File: src/rtl/psx_pad_responder.sv
// psx_pad_responder: PlayStation digital pad emulator answering the host's 5-byte poll
// over an asynchronous SPI-like link, with delayed/timed acknowledge pulses.
module psx_pad_responder #(
   parameter int ACK_DELAY = 100,
   parameter int ACK_WIDTH = 50
) (
   input  logic        Clk,
   input  logic        sys_reset,
   input  logic [15:0] buttons_n,
   input  logic        psSEL_n,
   input  logic        psCLK,
   input  logic        psTXD,
   output logic        psRXD,
   output logic        psRXD_oe,
   output logic        psACK_n,
   output logic [7:0]  cmd_byte,
   output logic        poll_done
);
   localparam int ACK_END = ACK_DELAY + ACK_WIDTH;
   localparam int CW = $clog2(ACK_END + 1);
   localparam logic [CW-1:0] ACK_LO = CW'(ACK_DELAY);
   localparam logic [CW-1:0] ACK_HI = CW'(ACK_END);
   typedef enum logic [2:0] {IDLE, B0, B1, B2, B3, B4, IGNORE} state_t;
   state_t state, nxt;
   logic [1:0] sel_s, clk_s, txd_s, warm;
   logic sel_d, clk_d, rxd;
   logic [2:0] bit_cnt;
   logic [7:0] rx_sh, tx_sh, rx_byte, resp;
   logic [15:0] btn;
   logic [CW-1:0] ack_cnt, ack_nxt;
   logic active, nxt_active, sel_fall, sel_rise, clk_rise, clk_fall, byte_done, ok, ack_go, poll_go;
   assign active = state inside {B0, B1, B2, B3, B4};
   assign nxt_active = nxt inside {B0, B1, B2, B3, B4};
   assign sel_rise = ~sel_d & sel_s[1];
   // Falls seen while the synchronizers are still leaving their reset value are not real selects.
   assign sel_fall = (warm == 2'd3) & sel_d & ~sel_s[1];
   assign clk_rise = ~clk_d & clk_s[1];
   assign clk_fall = clk_d & ~clk_s[1];
   assign byte_done = active & clk_rise & (bit_cnt == 3'd7);
   assign rx_byte = {txd_s[1], rx_sh[7:1]};
   assign psRXD_oe = active;
   assign psRXD = ~active | rxd;
   always_comb begin
      nxt = state;
      ok = 1'b0;
      ack_go = 1'b0;
      poll_go = 1'b0;
      if (sel_rise)
         nxt = IDLE;
      else if (state == IDLE && sel_fall)
         nxt = B0;
      else if (byte_done) begin
         ok = state == B0 ? rx_byte == 8'h01 : state == B1 ? rx_byte == 8'h42 : 1'b1;
         nxt = ok ? state_t'(3'(state + 3'd1)) : IGNORE;
         ack_go = ok & (state != B4);
         poll_go = state == B4;
      end
      resp = nxt == B0 ? 8'hFF : nxt == B1 ? 8'h41 : nxt == B2 ? 8'h5A :
             nxt == B3 ? btn[7:0] : btn[15:8];
      ack_nxt = sel_rise ? '0 : ack_go ? CW'(1) :
                (ack_cnt == '0 || ack_cnt == ACK_HI) ? '0 : ack_cnt + CW'(1);
   end
   always_ff @(posedge Clk) begin
      if (sys_reset) begin
         state <= IDLE;
         sel_s <= 2'b11;
         clk_s <= 2'b11;
         txd_s <= 2'b11;
         sel_d <= 1'b1;
         clk_d <= 1'b1;
         warm <= 2'd0;
         bit_cnt <= 3'd0;
         rx_sh <= 8'h00;
         tx_sh <= 8'hFF;
         btn <= 16'h0000;
         rxd <= 1'b1;
         ack_cnt <= '0;
         psACK_n <= 1'b1;
         cmd_byte <= 8'h00;
         poll_done <= 1'b0;
      end else begin
         state <= nxt;
         sel_s <= {sel_s[0], psSEL_n};
         clk_s <= {clk_s[0], psCLK};
         txd_s <= {txd_s[0], psTXD};
         sel_d <= sel_s[1];
         clk_d <= clk_s[1];
         if (warm != 2'd3)
            warm <= warm + 2'd1;
         ack_cnt <= ack_nxt;
         psACK_n <= ~(ack_nxt > ACK_LO && ack_nxt <= ACK_HI);
         poll_done <= poll_go;
         if (byte_done && !sel_rise)
            cmd_byte <= rx_byte;
         if (!active || sel_rise)
            bit_cnt <= 3'd0;
         else if (clk_rise) begin
            bit_cnt <= bit_cnt + 3'd1;
            rx_sh <= rx_byte;
         end
         if (state == IDLE && nxt == B0)
            btn <= buttons_n;
         // New response byte on every state entry; psRXD stays high until the host's first falling edge.
         if (nxt != state && nxt_active) begin
            tx_sh <= resp;
            rxd <= 1'b1;
         end else if (active && clk_fall) begin
            rxd <= tx_sh[0];
            tx_sh <= {1'b1, tx_sh[7:1]};
         end
      end
   end
endmodule
File: config.mk
export PLATFORM = sky130hd
export DESIGN_NAME = psx_pad_responder
export DESIGN_NICKNAME = d
export VERILOG_FILES = /design/src/rtl/psx_pad_responder.sv
export SDC_FILE = /design/constraint.sdc
export NUM_CORES = 1
export LEC_CHECK = 0
export CORE_AREA = 2 2 100 102
export CTS_CLUSTER_SIZE = 20
export DETAILED_ROUTE_END_ITERATION = 8
export DIE_AREA = 0 0 102 104
export GPL_TIMING_DRIVEN = 1
export SLEW_MARGIN = 20
export SYNTH_ARGS = -nofsm -noshare
export SYNTH_HDL_FRONTEND = slang
export SYNTH_SLANG_ARGS = --single-unit
export TNS_END_PERCENT = 30
File: constraint.sdc
create_clock -name Clk -period 2.8 [get_ports Clk]
set_input_delay 0.7 -clock Clk [delete_from_list [all_inputs] [get_ports Clk]]
set_output_delay 0.7 -clock Clk [all_outputs]
set_load 0.01 [all_outputs]
### Word level (Yosys, flattened, before mapping)

Index checks and enable logic that the tools add are counted.

| operators by class | value |
|---|---|
| $add $sub $neg | 4 |
| $lt $le $gt $ge | 2 |
| equality and inequality tests | 18 |
| muxes and demuxes | 18 |
| bitwise operators | 17 |
| reductions and logical operators | 19 |

Operator list:

| cell | count |
|---|---|
| $mux 8 | 9 |
| $eq 3x3->1 const B | 5 |
| $eq 3x2->1 const B | 4 |
| $mux 3 | 4 |
| $reduce_bool 5->1 | 2 |
| $add 8x1->8 const B | 1 |
| $and 1x1->1 | 8 |
| $eq 8x1->1 const B | 1 |
| $eq 8x7->1 const B | 1 |
| $eq 8x8->1 const B | 1 |
| $gt 8x7->1 const B | 1 |
| $le 8x8->1 const B | 1 |
| $logic_not 8->1 | 1 |
| $not 1->1 | 8 |
| $add 3x1->3 const B | 2 |
| $eq 3x1->1 const B | 2 |
| $logic_and 1x1->1 | 6 |
| $mux 1 | 5 |
| $reduce_or 2->1 | 2 |
| $reduce_or 4->1 | 1 |
| $logic_not 3->1 | 1 |
| $ne 3x3->1 | 1 |
| $ne 3x3->1 const B | 1 |
| $add 2x1->2 const B | 1 |
| 7 further kinds | 9 |

| storage, ports and cells | value |
|---|---|
| bits in registers | 67 |
| input bits | 21 |
| output and inout port bits | 12 |
| logic and storage cells | 94 |

### Depth between registers and ports, before layout

Gate-level depths: netlist of run 1.

| logic depth | value |
|---|---|
| word-level depth | 13 |
| depth in mapped cells | 13 |
| mapped depth without buffers | 10 |

### Worst setup path before layout of run 1

OpenSTA, ideal clock, no wires.

| timing path | value |
|---|---|
| kind | register to register |
| start | reg state[0] |
| end | reg btn[0] |
| library setup time | 0.128 ns |
| arrival | 2.654 ns |
| required time | 2.672 ns |
| setup slack | 0.019 ns |
| stages on the path, launching flop included | 13 |
| buffers on the path | 3 |
| clock period less this slack | 2.781 ns |
| path through | dfxtp_1 ha_1 nor3b_2 nor4b_4 mux2i_1 or2_1 buf_6 nand2_1 nor4b_2 buf_4 buf_12 mux2i_1 nor2_1 |

| between the ends | value |
|---|---|
| cells in the longest elaborated chain, start to end | 9 |
| elaborated cells between the ends (all ways) | 19 |
| those cells by class | add/sub: 1; eq/ne: 6; mux: 6; bitwise: 2; reduce/logical: 4 |

RTL lines:

| what | RTL line | RTL |
|---|---|---|
| start, declared | 24 | `state_t state, nxt;` |
| start signal, assigned | 82 | `state <= nxt;` |
| $eq 3x1->1, or another cell as far along | 32, 53 |  |
| $reduce_bool 5->1 / $mux 1 (equally long branches) | 32, 53 |  |
| $and 1x1->1 / $mux 1 (equally long branches) | 39, 53 |  |
| $and 1x1->1 / $mux 3 (equally long branches) | 39, 54 |  |
| $mux 3 | 52 | `else if (byte_done) begin` |
| $mux 3 | 50 | `else if (state == IDLE && sel_fall)` |
| $mux 3 | 48 | `if (sel_rise)` |
| $eq 3x1->1 | 101 | `if (state == IDLE && nxt == B0)` |
| $logic_and 1x1->1 (*) | 101 |  |
| end signal, assigned | 102 | `btn <= buttons_n;` |
| end, declared | 29 | `logic [15:0] btn;` |

Mark *: on every way between the ends. The rest lies on a longest branch, timed or not.
A chain may end at the register's enable or synchronous reset.

### Final worst setup path of run 1

| timing path | value |
|---|---|
| start | reg state[1] |
| end | reg tx_sh[1] |

| between the ends | value |
|---|---|
| cells in the longest elaborated chain, start to end | 13 |
| elaborated cells between the ends (all ways) | 32 |
| those cells by class | add/sub: 1; eq/ne: 11; mux: 11; bitwise: 2; reduce/logical: 7 |

RTL lines:

| what | RTL line | RTL |
|---|---|---|
| $eq 3x1->1, or another cell as far along | 32, 53 |  |
| $reduce_bool 5->1 / $mux 1 (equally long branches) | 32, 53 |  |
| $and 1x1->1 / $mux 1 (equally long branches) | 39, 53 |  |
| $and 1x1->1 / $mux 3 (equally long branches) | 39, 54 |  |
| $mux 3 | 52 |  |
| $mux 3 | 50 |  |
| $mux 3 | 48 |  |
| $eq 3x3->1 | 33, 59 |  |
| $mux 8 | 59 | `nxt == B3 ? btn[7:0] : btn[15:8];` |
| $mux 8 (3 in series) | 58 | `resp = nxt == B0 ? 8'hFF : nxt == B1 ? 8'h41 : nxt == B2 ? 8'h5A :` |
| $mux 8 | 104 | `if (nxt != state && nxt_active) begin` |
| end signal, assigned | 105 | `tx_sh <= resp;` |
| end signal, assigned | 109 | `tx_sh <= {1'b1, tx_sh[7:1]};` |
| end, declared | 28 | `logic [7:0] rx_sh, tx_sh, rx_byte, resp;` |

Several ways; a longest one is shown, not always the timed one.

==> results of run 1 <==
[logic make-up after synthesis]
| family | after synthesis | share of synthesized area |
|---|---|---|
| and+or+nand+nor | 154 | 0.2499 |
| DFF | 66 | 0.4041 |
| AOI/OAI and AO/OA | 60 | 0.1240 |
| muxes | 36 | 0.1114 |
| buffers and inverters | 31 | 0.04554 |
| xor gates and xnor gates | 10 | 0.02679 |
| adders and majority gates | 10 | 0.03827 |
[worst reg2reg max path, stage by stage (launching register included)]
cell                       delay (ns)
sky130_fd_sc_hd__dfxtp_4         0.39
sky130_fd_sc_hd__buf_6           0.12
sky130_fd_sc_hd__ha_4            0.14
sky130_fd_sc_hd__nor4_4          0.05
sky130_fd_sc_hd__buf_4           0.16
sky130_fd_sc_hd__nor4b_4         0.35
sky130_fd_sc_hd__buf_6           0.17
sky130_fd_sc_hd__buf_4           0.13
sky130_fd_sc_hd__a21oi_2         0.09
sky130_fd_sc_hd__nor2_4          0.16
sky130_fd_sc_hd__nor2_4          0.05
sky130_fd_sc_hd__or2_2           0.30
sky130_fd_sc_hd__a221oi_1        0.41
sky130_fd_sc_hd__a31oi_1         0.13
[area by class of cell]
cell class,count,area [sq um],area share
clock buffer,9,123.9,0.02872
multi-input combinational,270,1932,0.4479
tap,133,166.4,0.03858
timing repair buffer,66,629.4,0.1459
clock inverter,7,93.84,0.02176
inverter,9,38.79,0.008993
sequential,66,1329,0.3081
[synthesized netlist by cell type, types with 2 or more instances]
cell type / n / share of area
sky130_fd_sc_hd__a21oi_1: 17 / 0.026
sky130_fd_sc_hd__o211ai_1: 3 / 0.0069
sky130_fd_sc_hd__mux2i_1: 33 / 0.10
sky130_fd_sc_hd__a21o_1: 5 / 0.011
sky130_fd_sc_hd__o22ai_1: 3 / 0.0057
sky130_fd_sc_hd__or2_2: 12 / 0.023
sky130_fd_sc_hd__nor4_1: 2 / 0.0038
sky130_fd_sc_hd__a221oi_1: 4 / 0.011
sky130_fd_sc_hd__nor3b_2: 2 / 0.0077
sky130_fd_sc_hd__xnor2_1: 5 / 0.013
sky130_fd_sc_hd__ha_1: 10 / 0.038
sky130_fd_sc_hd__inv_1: 9 / 0.010
sky130_fd_sc_hd__or3_1: 7 / 0.013
sky130_fd_sc_hd__a31oi_1: 4 / 0.0077
sky130_fd_sc_hd__xor2_1: 5 / 0.013
sky130_fd_sc_hd__nand2b_1: 4 / 0.0077
sky130_fd_sc_hd__nor3_1: 7 / 0.011
sky130_fd_sc_hd__nor4b_1: 2 / 0.0054
sky130_fd_sc_hd__mux2_2: 3 / 0.010
sky130_fd_sc_hd__nand3_1: 11 / 0.017
sky130_fd_sc_hd__a22o_1: 2 / 0.0054
sky130_fd_sc_hd__buf_1: 2 / 0.0023
sky130_fd_sc_hd__dfxtp_1: 66 / 0.40
sky130_fd_sc_hd__nor2_1: 56 / 0.064
sky130_fd_sc_hd__buf_4: 2 / 0.0046
sky130_fd_sc_hd__o21ai_0: 10 / 0.015
sky130_fd_sc_hd__clkbuf_1: 15 / 0.017
sky130_fd_sc_hd__nor2b_1: 5 / 0.0096
sky130_fd_sc_hd__and3b_1: 2 / 0.0054
sky130_fd_sc_hd__nand2_1: 30 / 0.034
[per-stage QoR]
stage | power [mW] | TNS (ns) | cell area, sq um
2_1_floorplan | 1.046 | 0 | 3269
3_3_place_gp | 1.093 | 0 | 3851
3_5_place_dp | 1.095 | 0 | 3851
4_1_cts | 1.974 | 0 | 4094
5_1_grt | 2.034 | -1.360 | 4313
6_report | 1.955 | 0 | 4313
[per-layer routing]
| metal | track usage | share of wire | vias to the layer above |
|---|---|---|---|
| li1 | - | - | 1394 |
| met1 | 0.1805 | 0.47 | 1299 |
| met2 | 0.2138 | 0.49 | 54 |
| met3 | 0.03495 | 0.029 | 7 |
| met4 | 0.05143 | 0.014 | 0 |
| met5 | 0 | 0 | - |
[state kept, by name, summed over array words and instances, names as in the netlist, 3 cells and up]
register / cells
tx_sh: 8
btn: 16
bit_cnt: 3
ack_cnt: 8
rx_sh: 7
cmd_byte: 8
state: 3
[power by group through the flow]
| stage | registers [mW] | clock network, mW | logic, mW |
|---|---|---|---|
| floorplan | 0.982 | 0 | 0.0638 |
| global placement | 0.985 | 0 | 0.108 |
| detailed placement | 0.985 | 0 | 0.110 |
| CTS | 0.963 | 0.899 | 0.111 |
| global route | 0.964 | 0.942 | 0.128 |
| finish | 0.962 | 0.876 | 0.118 |
[repair_timing]
| item | 4_1_cts | 5_1_grt |
|---|---|---|
| hold endpoints to repair | 0 | 0 |
| hold buffers | 0 | 0 |
| setup endpoints to repair | 2 | 24 |
| gates cloned | 0 | 1 |
| buffers inserted | 2 | 6 |
| gates resized for setup | 4 | 36 |
| pin swaps | 2 | 14 |
[final timing paths]
kind	startpoint	endpoint	slack [ns]
worst max-delay path	state[1]	tx_sh[1]	0.01
worst min-delay path	txd_s[0]	txd_s[1]	0.41
worst max register to register	state[1]	tx_sh[1]	0.01
worst min register to register	txd_s[0]	txd_s[1]	0.41
[cell usage in the layout, fill, tap and decap left out, types with 6 or more instances in the layout]
master                            Yosys  layout
sky130_fd_sc_hd__a21oi_1             17      16
sky130_fd_sc_hd__buf_4                2      24
sky130_fd_sc_hd__buf_6                1       8
sky130_fd_sc_hd__clkbuf_8             0       9
sky130_fd_sc_hd__clkdlybuf4s50_1      0      30
sky130_fd_sc_hd__dfxtp_1             66      64
sky130_fd_sc_hd__ha_1                10       6
sky130_fd_sc_hd__inv_1                9       7
sky130_fd_sc_hd__mux2i_1             33      32
sky130_fd_sc_hd__nand2_1             30      28
sky130_fd_sc_hd__nand3_1             11      11
sky130_fd_sc_hd__nor2_1              56      55
sky130_fd_sc_hd__nor3_1               7       7
sky130_fd_sc_hd__o21ai_0             10       9
sky130_fd_sc_hd__or2_2               12      12
sky130_fd_sc_hd__or3_1                7       7
==> impl_metrics.xml, run 1 <==
<?xml version="1.0" encoding="UTF-8"?>
<metrics>
  <group name="status">
    <metric name="status" unit="">complete, no violations</metric>
  </group>
  <group name="setup_path">
    <metric name="critical_path.top_delay_family" unit="">simple AND/OR/NAND/NOR gates</metric>
    <metric name="crit_end_category" unit="">flip-flop</metric>
    <metric name="setup.worst_path.start_class" unit="">flip-flop</metric>
    <metric name="crit_type" unit="">flip-flop to flip-flop</metric>
    <metric name="cp_data_required_time" unit="ns">3.02</metric>
    <metric name="timing.critical_path.depth" unit="">13</metric>
    <metric name="cell_type_of_the_slowest_stage_on_the_worst_timing_path" unit="">sky130_fd_sc_hd__a221oi_1</metric>
    <metric name="cp.arrival" unit="ns">3.01</metric>
    <metric name="timing.reg2reg.worst_path_depth" unit="">13</metric>
    <metric name="timing.critical_path.cells" unit="">buf_6 &gt; ha_4 &gt; nor4_4 &gt; buf_4 &gt; nor4b_4 &gt; buf_6 &gt; buf_4 &gt; a21oi_2 &gt; nor2_4 &gt; nor2_4 &gt; or2_2 &gt; a221oi_1 &gt; a31oi_1</metric>
    <metric name="crit_path_max_fanout" unit="">4</metric>
    <metric name="crit_path_max_incr_delay" unit="ns">0.41</metric>
    <metric name="worst_path_bufs_invs" unit="">4</metric>
  </group>
  <group name="synthesis">
    <metric name="synth_area" unit="sq um">3269</metric>
    <metric name="ys_seq_elements" unit="">66</metric>
    <metric name="syn-mean-instance-area" unit="sq um">8.908</metric>
    <metric name="synth-async-reset-ratio" unit="">0</metric>
    <metric name="synth_seq_area_share" unit="">0.4041</metric>
    <metric name="dominantRegCellSynth" unit="">sky130_fd_sc_hd__dfxtp_1</metric>
    <metric name="count_of_flip_flops_with_a_built_in_enable_after_synthesis" unit="">0</metric>
    <metric name="yosysUniqueCellTypes" unit="">59</metric>
    <metric name="synth.yosys.warnings" unit="">0</metric>
    <metric name="postSynthNetCount" unit="">398</metric>
    <metric name="syn_inst" unit="">367</metric>
  </group>
  <group name="timing">
    <metric name="timing.fmax" unit="MHz">358.8</metric>
    <metric name="fin_crit" unit="ns">2.787</metric>
    <metric name="finalSetupViolations" unit="">0</metric>
    <metric name="rsz0062_at_grt" unit="">yes</metric>
    <metric name="holdWs" unit="ns">0.4099</metric>
    <metric name="tightest_slew" unit="ns">0.4035</metric>
    <metric name="final.period_utilization" unit="">0.9953</metric>
    <metric name="finalClockSkew" unit="ns">0.009356</metric>
    <metric name="maxSlewHeadroom" unit="">0.7300</metric>
    <metric name="pins_over_slew_limit" unit="">0</metric>
    <metric name="timing.final.ws_setup" unit="ns">0.01329</metric>
    <metric name="timing_hold_violations_final" unit="">0</metric>
  </group>
  <group name="placement">
    <metric name="post-place-ws" unit="ns">0.02800</metric>
    <metric name="io_buffers" unit="">32</metric>
    <metric name="placed_cells_incl_taps" unit="">535</metric>
    <metric name="dp.final_hpwl" unit="mm">5.056</metric>
    <metric name="gp_routability_congestion" unit="">0.7965</metric>
  </group>
  <group name="pwr">
    <metric name="internal_power" unit="mW">1.517</metric>
    <metric name="power.switching" unit="mW">0.4386</metric>
    <metric name="comb_power_share" unit="">0.060</metric>
    <metric name="cellPowerDensity" unit="nW/um^2">453.4</metric>
    <metric name="leakage" unit="nW">1.499</metric>
    <metric name="pwr-share-seq" unit="">0.492</metric>
    <metric name="vdd_drop_max" unit="mV">0.2487</metric>
    <metric name="share_of_power_burned_in_the_clock_network" unit="">0.448</metric>
    <metric name="swShare" unit="">0.2243</metric>
  </group>
  <group name="drt">
    <metric name="wl" unit="mm">7.377</metric>
    <metric name="vias" unit="">2754</metric>
    <metric name="drc_violation_count_after_routing" unit="">0</metric>
    <metric name="drt_first_iter_violations" unit="">158</metric>
    <metric name="first_pass_iteration_count_of_the_detailed_router" unit="">4</metric>
    <metric name="ratio_of_routed_vias_to_standard_cells" unit="">4.918</metric>
    <metric name="post_drt_wl_per_cell" unit="microns">13.17</metric>
    <metric name="detail-route-antenna-nets" unit="">0</metric>
  </group>
  <group name="clocking">
    <metric name="cts_buffer_depth" unit="">2</metric>
    <metric name="path_clk_slew" unit="ns">0.08</metric>
    <metric name="cts_inserted_buffers" unit="">9</metric>
    <metric name="cts_tree" unit="">yes</metric>
    <metric name="clk_root_buffer_cell" unit="">sky130_fd_sc_hd__clkbuf_8</metric>
    <metric name="htree_levels" unit="">3</metric>
    <metric name="numClockSinks" unit="">66</metric>
    <metric name="insertion_delay" unit="ns">0.35</metric>
  </group>
  <group name="worst_hold_path">
    <metric name="hp-class" unit="">flip-flop to flip-flop</metric>
    <metric name="hold_path_depth" unit="">1</metric>
  </group>
  <group name="floorplanning">
    <metric name="floorplan.die.height" unit="microns">104</metric>
    <metric name="top_level_ports" unit="">33</metric>
    <metric name="fp.dieArea" unit="sq um">10610</metric>
    <metric name="floorplan.initialDensity" unit="">0.3424</metric>
    <metric name="fp.dieW" unit="microns">102</metric>
    <metric name="fp-row-count" unit="">36</metric>
    <metric name="fp.coreArea" unit="sq um">9549</metric>
  </group>
  <group name="global_routing">
    <metric name="pin_count_of_the_biggest_net_entering_global_routing" unit="">27</metric>
    <metric name="via_count_of_the_first_global_routing_pass" unit="">2548</metric>
    <metric name="globalRouteOverflowTotal" unit="">0</metric>
    <metric name="aggregate_global_route_resource_usage" unit="">0.1369</metric>
    <metric name="antenna_found_initial" unit="">0</metric>
    <metric name="wire_length_of_the_first_global_routing_pass" unit="mm">11.70</metric>
  </group>
  <group name="layout">
    <metric name="area_growth" unit="%">31.92</metric>
    <metric name="fin_util" unit="">0.4517</metric>
    <metric name="final_nets" unit="">453</metric>
    <metric name="layout-drive-gt1-share" unit="">0.2178</metric>
    <metric name="antennaDiodeCount" unit="">0</metric>
    <metric name="final.fill_count" unit="">955</metric>
    <metric name="stdcell_count" unit="">560</metric>
  </group>
  <group name="run">
    <metric name="cap_violations" unit="">0</metric>
  </group>
</metrics>
(Power assumes the default switching activity.)
==> inputs of run 2 (changes only) <==
--- a/config.mk
+++ b/config.mk
@@ -6,10 +6,11 @@
 export NUM_CORES = 1
 export LEC_CHECK = 0
 export CORE_AREA = 2 2 100 102
-export CTS_CLUSTER_SIZE = 20
+export CTS_CLUSTER_SIZE = 40
 export DETAILED_ROUTE_END_ITERATION = 8
 export DIE_AREA = 0 0 102 104
 export GPL_TIMING_DRIVEN = 1
+export REMOVE_ABC_BUFFERS = 1
 export SLEW_MARGIN = 20
 export SYNTH_ARGS = -nofsm -noshare
 export SYNTH_HDL_FRONTEND = slang
==> run 2 against run 1 <==
Effect of this change: first-iteration DRC count down 49%; global-route usage down 0.23 points; sequential share of layout area up 0.52 points; sequential cell count unchanged; setup slack worse by 0.0038 ns; utilization down 0.84 points; critical endpoint is now btn[15]; largest cell class unchanged; largest power group unchanged.
==> impl_metrics.xml, run 2 (synthesis gave the netlist of run 1 again) <==
<?xml version="1.0" encoding="UTF-8"?>
<metrics>
  <group name="placement">
    <metric name="post-place-ws" unit="ns">0.03011</metric>
    <metric name="gp_routability_congestion" unit="">0.8237</metric>
    <metric name="detailed_place.area" unit="sq um">3856</metric>
    <metric name="dp.final_hpwl" unit="mm">4.903</metric>
    <metric name="io_buffers" unit="">32</metric>
    <metric name="placed_cells_incl_taps" unit="">534</metric>
  </group>
  <group name="timing">
    <metric name="rsz0062_at_grt" unit="">yes</metric>
    <metric name="holdWs" unit="ns">0.4129</metric>
    <metric name="fin_crit" unit="ns">2.790</metric>
    <metric name="pins_over_slew_limit" unit="">0</metric>
    <metric name="finalSetupViolations" unit="">0</metric>
    <metric name="timing.final.ws_setup" unit="ns">0.009529</metric>
    <metric name="tightest_slew" unit="ns">0.4171</metric>
    <metric name="timing.fmax" unit="MHz">358.4</metric>
    <metric name="maxSlewHeadroom" unit="">0.7201</metric>
    <metric name="timing_hold_violations_final" unit="">0</metric>
    <metric name="finalClockSkew" unit="ns">0.01232</metric>
    <metric name="final.period_utilization" unit="">0.9966</metric>
  </group>
  <group name="drt">
    <metric name="post_drt_wl_per_cell" unit="microns">12.77</metric>
    <metric name="detail-route-antenna-nets" unit="">0</metric>
    <metric name="vias" unit="">2720</metric>
    <metric name="drc_violation_count_after_routing" unit="">0</metric>
    <metric name="first_pass_iteration_count_of_the_detailed_router" unit="">4</metric>
    <metric name="wl" unit="mm">7.149</metric>
    <metric name="ratio_of_routed_vias_to_standard_cells" unit="">4.857</metric>
    <metric name="drt_first_iter_violations" unit="">80</metric>
  </group>
  <group name="floorplanning">
    <metric name="floorplan.die.height" unit="microns">104</metric>
    <metric name="fp.dieArea" unit="sq um">10610</metric>
    <metric name="top_level_ports" unit="">33</metric>
    <metric name="floorplan.initialDensity" unit="">0.3424</metric>
    <metric name="fp.dieW" unit="microns">102</metric>
    <metric name="fp-row-count" unit="">36</metric>
    <metric name="fp.coreArea" unit="sq um">9549</metric>
  </group>
  <group name="setup_path">
    <metric name="critical_path.reg2reg.startpoint" unit="">state[1]</metric>
    <metric name="timing.rr.end" unit="">btn[15]</metric>
    <metric name="crit_end_category" unit="">flip-flop</metric>
    <metric name="timing.critical_path.cells" unit="">inv_4 &gt; ha_4 &gt; nor4bb_1 &gt; o211ai_1 &gt; and3b_1 &gt; o221ai_4 &gt; nand2_2 &gt; nor4b_4 &gt; clkbuf_16 &gt; mux2i_1 &gt; nor2_1</metric>
    <metric name="cp_data_required_time" unit="ns">3.02</metric>
    <metric name="worst_path_bufs_invs" unit="">2</metric>
    <metric name="regToRegSetupSlack" unit="ns">0.01</metric>
    <metric name="crit_type" unit="">flip-flop to flip-flop</metric>
    <metric name="timing.critical_path.depth" unit="">11</metric>
    <metric name="critical_path.top_delay_family" unit="">simple AND/OR/NAND/NOR gates</metric>
    <metric name="critical_path.startpoint" unit="">state[1]</metric>
    <metric name="timing.reg2reg.worst_path_depth" unit="">11</metric>
    <metric name="cp.arrival" unit="ns">3.01</metric>
    <metric name="setup.worst_path.end" unit="">btn[15]</metric>
    <metric name="crit_path_max_fanout" unit="">8</metric>
    <metric name="setup.worst_path.start_class" unit="">flip-flop</metric>
    <metric name="cell_type_of_the_slowest_stage_on_the_worst_timing_path" unit="">sky130_fd_sc_hd__nor4b_4</metric>
    <metric name="crit_path_max_incr_delay" unit="ns">0.43</metric>
  </group>
  <group name="global_routing">
    <metric name="antenna_found_initial" unit="">0</metric>
    <metric name="pin_count_of_the_biggest_net_entering_global_routing" unit="">43</metric>
    <metric name="via_count_of_the_first_global_routing_pass" unit="">2543</metric>
    <metric name="wire_length_of_the_first_global_routing_pass" unit="mm">11.59</metric>
    <metric name="globalRouteOverflowTotal" unit="">0</metric>
    <metric name="aggregate_global_route_resource_usage" unit="">0.1346</metric>
  </group>
  <group name="layout">
    <metric name="layout-drive-gt1-share" unit="">0.2108</metric>
    <metric name="final_cell_mix" unit="">sky130_fd_sc_hd__dfxtp_1, sky130_fd_sc_hd__nor2_1, sky130_fd_sc_hd__mux2i_1</metric>
    <metric name="layout.cells.most_common" unit="">sky130_fd_sc_hd__dfxtp_1</metric>
    <metric name="fin_util" unit="">0.4433</metric>
    <metric name="largest_register_ff_count" unit="">16</metric>
    <metric name="antennaDiodeCount" unit="">0</metric>
    <metric name="regMostFlops" unit="">btn</metric>
    <metric name="design_area" unit="sq um">4233</metric>
    <metric name="final_nets" unit="">453</metric>
    <metric name="stdcell_count" unit="">560</metric>
    <metric name="area_growth" unit="%">29.47</metric>
  </group>
  <group name="worst_hold_path">
    <metric name="worstHoldStart" unit="">clk_s[0]</metric>
    <metric name="hp-class" unit="">flip-flop to flip-flop</metric>
  </group>
  <group name="run">
    <metric name="cap_violations" unit="">0</metric>
  </group>
  <group name="pwr">
    <metric name="leakage" unit="nW">1.477</metric>
    <metric name="vdd_drop_max" unit="mV">0.3110</metric>
    <metric name="cellPowerDensity" unit="nW/um^2">427.2</metric>
  </group>
  <group name="clocking">
    <metric name="cts_tree" unit="">yes</metric>
    <metric name="ctsHoldBuffers" unit="">0</metric>
    <metric name="numClockSinks" unit="">66</metric>
    <metric name="insertion_delay" unit="ns">0.35</metric>
    <metric name="cts_buffer_depth" unit="">2</metric>
    <metric name="clk_root_buffer_cell" unit="">sky130_fd_sc_hd__clkbuf_8</metric>
    <metric name="path_clk_slew" unit="ns">0.07</metric>
    <metric name="htree_levels" unit="">3</metric>
    <metric name="cts_inserted_buffers" unit="">9</metric>
  </group>
  <group name="status">
    <metric name="status" unit="">complete, no violations</metric>
  </group>
</metrics>
-- run 2: worst min-delay path by stage --
stage                          end  slack, ns  cells past startpoint
after global placement    txd_s[1]       0.39                      1
after floorplan           clk_s[1]       0.39                      1
final                     clk_s[1]       0.41                      1
after global routing      clk_s[1]       0.43                      1
after CTS                 clk_s[1]       0.41                      1
after detailed placement  clk_s[1]       0.40                      1
-- run 2: layout make-up --
| type | instances | area [sq um] |
|---|---|---|
| Multi-Input combinational cell | 270 | 1903 |
| Inverter | 9 | 38.79 |
| Clock buffer | 10 | 137.6 |
| Sequential cell | 66 | 1326 |
| Fill cell | 973 | 5316 |
| Timing Repair Buffer | 66 | 618.1 |
| Clock inverter | 6 | 42.54 |
| Tap cell | 133 | 166.4 |
-- run 2: repair_timing --
action,4_1_cts,5_1_grt
setup endpoints to repair,3,25
setup buffers,3,7
pin swaps,2,10
cloned,0,1
resized for setup,6,22
-- run 2: per-stage QoR --
step	setup TNS (ns)	power, mW
3_3_place_gp	0	1.092
3_5_place_dp	0	1.095
4_1_cts	0	1.827
6_report	0	1.808
2_1_floorplan	-16.51	1.034
5_1_grt	-1.213	1.887
-- run 2: report_power, final --
group,internal (mW),switching (mW),total (mW)
registers,0.953,0.00902,0.962
clock network,0.345,0.384,0.728
logic,0.0660,0.0518,0.118
total,1.36,0.444,1.81
-- run 2: routing by layer --
metal  GRT usage  wire length, microns  up-vias
li1            -                     -     1401
met2      0.2176                  3453       41
met1      0.1709                  3371     1270
met5           0                     0        -
met3     0.04570                   261        8
met4     0.03429                    63        0
-- run 2: worst reg2reg max path, stage by stage, from the launching register on --
cell and delay [ns]:
sky130_fd_sc_hd__dfxtp_2 0.37, sky130_fd_sc_hd__inv_4 0.06, sky130_fd_sc_hd__ha_4 0.18, sky130_fd_sc_hd__nor4bb_1 0.30, sky130_fd_sc_hd__o211ai_1 0.20, sky130_fd_sc_hd__and3b_1 0.28
sky130_fd_sc_hd__o221ai_4 0.25, sky130_fd_sc_hd__nand2_2 0.11, sky130_fd_sc_hd__nor4b_4 0.43, sky130_fd_sc_hd__clkbuf_16 0.26, sky130_fd_sc_hd__mux2i_1 0.18, sky130_fd_sc_hd__nor2_1 0.05
